### config.mk
export PLATFORM = sky130hd
export DESIGN_NAME = timer_dev_flat
export DESIGN_NICKNAME = d
export VERILOG_FILES = /design/src/rtl/timer_dev_if.sv /design/src/rtl/timer_dev.sv /design/src/flat_wrapper.sv
export SDC_FILE = /design/constraint.sdc
export NUM_CORES = 1
export LEC_CHECK = 0
export BUFFER_PORTS_ARGS = -buffer_cell sky130_fd_sc_hd__buf_4
export CAP_MARGIN = 20
export CORE_UTILIZATION = 49
export CTS_BUF_LIST = sky130_fd_sc_hd__clkbuf_8
export CTS_CLUSTER_SIZE = 25
export DETAILED_ROUTE_END_ITERATION = 10
export HOLD_SLACK_MARGIN = 0.15
export PLACE_DENSITY_LB_ADDON = 0.1
export SLEW_MARGIN = 25
export SYNTH_ARGS = -nofsm -noshare
export SYNTH_HDL_FRONTEND = slang
export SYNTH_SLANG_ARGS = --single-unit
### constraint.sdc
create_clock -name clk -period 4.6 [get_ports clk]
set_input_delay 0 -clock clk [delete_from_list [all_inputs] [get_ports clk]]
set_output_delay 0 -clock clk [all_outputs]
set_load 0.05 [all_outputs]
### src/rtl/timer_dev_if.sv
// Bus port bundle for the countdown timer: word address, write strobe,
// write/read data and the interrupt line toward cp0.
interface timer_dev_if;
    logic [1:0]  addr;
    logic        WE;
    logic [31:0] Din;
    logic [31:0] Dout;
    logic        IRQ;

    modport master (output addr, output WE, output Din, input Dout, input IRQ);
    modport slave  (input addr, input WE, input Din, output Dout, output IRQ);
endinterface

### src/rtl/timer_dev.sv
// Programmable countdown timer: CTRL/PRESET/COUNT registers, one-shot or
// auto-reload. Optional tick prescaler enabled by defining TIMER_PRESCALE_EN.
module timer_dev #(
    parameter int PRESCALE_DIV = 4
) (
    input logic         clk,
    input logic         clr,
    timer_dev_if.slave  bus
);
    typedef enum logic [1:0] {IDLE, LOAD, CNT, INT} state_e;

    state_e      state_q, state_d;
    logic [3:0]  ctrl_q, ctrl_d;
    logic [31:0] preset_q, preset_d;
    logic [31:0] count_q, count_d;
    logic        irq_pend_q, irq_pend_d;
    logic        sw_wr;
    logic        tick;
    logic        auto_reload;

`ifdef TIMER_PRESCALE_EN
    logic [7:0] presc_q, presc_d;
    assign tick = (presc_q == 8'(PRESCALE_DIV - 1));
`else
    logic unused_div;
    assign unused_div = ^PRESCALE_DIV;
    assign tick = 1'b1;
`endif

    assign sw_wr       = bus.WE && (bus.addr == 2'd0 || bus.addr == 2'd1);
    assign auto_reload = (ctrl_q[2:1] == 2'd1);

    always_comb begin
        state_d    = state_q;
        ctrl_d     = ctrl_q;
        preset_d   = preset_q;
        count_d    = count_q;
        irq_pend_d = irq_pend_q;
`ifdef TIMER_PRESCALE_EN
        presc_d    = presc_q;
`endif
        // auto-reload interrupt is a single-cycle pulse
        if (irq_pend_q && auto_reload)
            irq_pend_d = 1'b0;

        case (state_q)
            IDLE: if (ctrl_q[0]) state_d = LOAD;
            LOAD: begin
                count_d = preset_q;
`ifdef TIMER_PRESCALE_EN
                presc_d = 8'd0;
`endif
                state_d = ctrl_q[0] ? CNT : IDLE;
            end
            CNT: begin
                if (!ctrl_q[0]) begin
                    state_d = IDLE;
                end else if (tick) begin
`ifdef TIMER_PRESCALE_EN
                    presc_d = 8'd0;
`endif
                    // PRESET=0 lands here on the first tick, same as PRESET=1
                    if (count_q <= 32'd1) begin
                        count_d = 32'd0;
                        state_d = INT;
                    end else begin
                        count_d = count_q - 32'd1;
                    end
                end else begin
`ifdef TIMER_PRESCALE_EN
                    presc_d = presc_q + 8'd1;
`endif
                end
            end
            INT: begin
                irq_pend_d = 1'b1;
                if (auto_reload) begin
                    state_d = LOAD;
                end else begin
                    ctrl_d[0] = 1'b0;
                    state_d   = IDLE;
                end
            end
            default: state_d = IDLE;
        endcase

        // software write wins over any hardware update of the written register
        if (sw_wr) begin
            state_d    = IDLE;
            irq_pend_d = 1'b0;
`ifdef TIMER_PRESCALE_EN
            presc_d    = 8'd0;
`endif
            if (bus.addr == 2'd0) ctrl_d   = bus.Din[3:0];
            else                  preset_d = bus.Din;
        end
    end

    always_ff @(posedge clk) begin
        if (clr) begin
            state_q    <= IDLE;
            ctrl_q     <= 4'd0;
            preset_q   <= 32'd0;
            count_q    <= 32'd0;
            irq_pend_q <= 1'b0;
`ifdef TIMER_PRESCALE_EN
            presc_q    <= 8'd0;
`endif
        end else begin
            state_q    <= state_d;
            ctrl_q     <= ctrl_d;
            preset_q   <= preset_d;
            count_q    <= count_d;
            irq_pend_q <= irq_pend_d;
`ifdef TIMER_PRESCALE_EN
            presc_q    <= presc_d;
`endif
        end
    end

    always_comb begin
        case (bus.addr)
            2'd0:    bus.Dout = {28'd0, ctrl_q};
            2'd1:    bus.Dout = preset_q;
            2'd2:    bus.Dout = count_q;
            default: bus.Dout = 32'd0;
        endcase
    end

    assign bus.IRQ = irq_pend_q & ctrl_q[3];
endmodule

### src/flat_wrapper.sv
// flat-port wrapper written by rule: the top's interface ports become plain ports
module timer_dev_flat 
#(
    parameter int PRESCALE_DIV = 4
)
  (clk, clr, bus_addr, bus_WE, bus_Din, bus_Dout, bus_IRQ);
  timer_dev_if bus_i ();
  input logic clk;
  input logic clr;
  input wire logic [$bits(bus_i.addr)-1:0] bus_addr;
  input wire logic [$bits(bus_i.WE)-1:0] bus_WE;
  input wire logic [$bits(bus_i.Din)-1:0] bus_Din;
  output wire logic [$bits(bus_i.Dout)-1:0] bus_Dout;
  output wire logic [$bits(bus_i.IRQ)-1:0] bus_IRQ;
  assign bus_i.addr = bus_addr;
  assign bus_i.WE = bus_WE;
  assign bus_i.Din = bus_Din;
  assign bus_Dout = bus_i.Dout;
  assign bus_IRQ = bus_i.IRQ;
  timer_dev #(.PRESCALE_DIV(PRESCALE_DIV)) u_core (.clk(clk), .clr(clr), .bus(bus_i));
endmodule
==> results.cfg <==
[setup_path]
worst-path-max-fanout = 22
worstPathRequired_ns = 4.87
crit_path_end_kind = register
start_kind = register
worstPathArrival_ns = 3.36
critical_path_class = register to register

[layout]
fin_cells = 719
final_nets = 651
final_util_pct = 65.4
area_growth_pct = 26.3
final_area_um2 = 5160
drive_gt1_share_pct = 17.5
final_common_cell = nand2_1
final_cell_mix = 101 x nand2_1, 74 x buf_4, 71 x dfxtp_1
n_antenna_cell = 0

[timing]
maxSlewViolCount = 0
period_needed_ns = 3.09
finalSetupViolations = 0
hold_ws_ns = 0.185
hold_viol_final = 0
rsz0062_at_grt = false
max_clock_freq_mhz = 323
maxSlewHeadroom_pct = 35.2
timing.final.crit_share_pct = 67.2
worstMarginPinSlew_ns = 0.971
skew_ns = 0.0151
worst_slack_ns = 1.51
fin_setup_tns_ns = 0

[power]
p_sw_share_pct = 28.8
p_seq_share_pct = 49.3
max-vdd-ir-drop_mv = 0.158
power.switching_uw = 375
p_comb_share_pct = 14.2
power.total_mw = 1.30
p_per_area_nw_per_um2 = 253
leakagePower_nw = 1.99
clock_power_share_pct = 36.5
internal_power_uw = 927

[route]
drt-total-wl_mm = 13.6
antenna_left = 0
firstDrtPassIters = 5
via_per_inst = 6.33
vias = 4551
drc = 0
post_drt_wl_per_cell_um = 19.0
drtIter0Drc = 521

[yosys]
seq_area_frac_synth_pct = 34.8
netlist_instances = 538
ys_ff_latch = 71
postSynth.asyncResetShare_pct = 0
synthMuxAreaShare_pct = 1.96
ys_types = 61
synth_fa_ha_area_share_pct = 0.613
synth_warnings = 0
synth-simple-area-share_pct = 27.7
synth_edf_count = 0
syn-num-nets = 577
synth-compound-area-share_pct = 28.9
netlist_area_um2 = 4080
synthXorXnorAreaFrac_pct = 0
syn-mean-instance-area_um2 = 7.59
synthFlopType = dfxtp_1
synth_top_family_by_area = compound AO/OA/AOI/OAI gates

[clock_network]
cts_resized = 0
tritoncts = done
clkTransAtPathRegs_ns = 0.08
clk-insertion-delay-late_ns = 0.35
cts-htree-levels = 3
numCtsBuffers = 9
clock-sinks = 71
cts_root_buffer = clkbuf_8
cts_buffer_depth = 2

[placement]
dp.cells = 665
gp_congestion = 0.916
dpl.hpwl_mm = 8.84
dpl_worst_slack_ns = 1.69
dpl_cell_area_um2 = 4570
io_buffers = 69

[run_status]
status = completed

[global_route]
grt-ovfl-total = 0
grt_pass1_vias = 4109
grt_pass1_wl_mm = 21.9
antenna_found_initial = 0
track_usage_pct = 32.5
grt_max_degree = 64

[floorplan]
dieArea_um2 = 8700
die_x_um = 93.3
placementRows = 32
pin_count = 70
initial_core_util_pct = 51.7
core_um2 = 7890
die_height_um = 93.3

[min_path]
hp-class = input pin to register

[job]
maxCapViolations = 0
==> cells in the mapped netlist (7+ instances only) <==
library cell / instances / share of area [%]
clkbuf_1: 39 / 3.6
nand2_1: 101 / 9.3
a21oi_1: 52 / 6.4
dfxtp_1: 71 / 35
nor2_1: 24 / 2.2
a31oi_1: 15 / 2.3
mux2i_1: 8 / 2.0
nor3_1: 18 / 2.2
nor4_1: 12 / 1.8
o221ai_1: 7 / 1.5
inv_1: 13 / 1.2
nor2b_1: 7 / 1.1
a22o_1: 27 / 5.8
nand3_1: 23 / 2.8
o21ai_0: 14 / 1.7
==> cell families (layout without fill, tap and decap cells) <==
logic type      after synthesis  in the layout
buf+inv                      62            141
fa+ha+maj                     2              2
compound gates              169            169
mux                           8              8
flops                        71             71
simple gates                226            226
==> power by group through the flow <==
stage	Sequential (mW)	Clock [mW]	Combinational (mW)
floorplan	0.648	0	0.100
global placement	0.655	0	0.154
detailed placement	0.656	0	0.155
CTS	0.641	0.475	0.180
global route	0.643	0.512	0.199
finish	0.642	0.475	0.186
==> metal layers <==
metal	vias to the layer above	wire (um)	GRT usage, %
li1	2141	-	-
met1	2144	6090	47.0
met2	235	5970	47.1
met3	31	1330	7.97
met4	0	247	10.1
met5	-	0	0
==> critical path, stage by stage (launching register included) <==
cell     delay, ns
dfxtp_1       0.84
nor2b_1       0.69
nor2_2        0.37
nor4_1        0.69
o21ai_0       0.23
a31oi_1       0.20
==> final cells by class <==
type,instances,area (um2)
Inverter,13,48.8
Clock buffer,11,151
Multi-Input combinational cell,405,2420
Sequential cell,71,1420
Fill cell,684,2730
Tap cell,102,128
Timing Repair Buffer,112,953
Clock inverter,5,32.5
==> path summary, 6_finish.rpt <==
kind,from,to,slack (ns),cells past startpoint
min reg2reg,u_core.preset_q[14]$_SDFFE_PP0P_,u_core.preset_q[14]$_SDFFE_PP0P_,0.48,2
min,clr,u_core.ctrl_q[1]$_SDFFE_PP0P_,0.19,2
max,u_core.state_q[0]$_SDFFE_PP0P_,u_core.count_q[22]$_SDFFE_PP0P_,1.51,5
max reg2reg,u_core.state_q[0]$_SDFFE_PP0P_,u_core.count_q[22]$_SDFFE_PP0P_,1.51,5
==> registers in the layout (all words and copies together), names as in the netlist <==
signal             flops
u_core.count_q        32
u_core.ctrl_q          4
u_core.irq_pend_q      1
u_core.preset_q       32
u_core.state_q         2
==> repair_timing <==
action | 4_1_cts | 5_1_grt
hold endpoints to repair | 39 | 0
setup buffers | 0 | 0
hold buffers | 37 | 0
No activity file was read; power rests on OpenSTA's default activity.
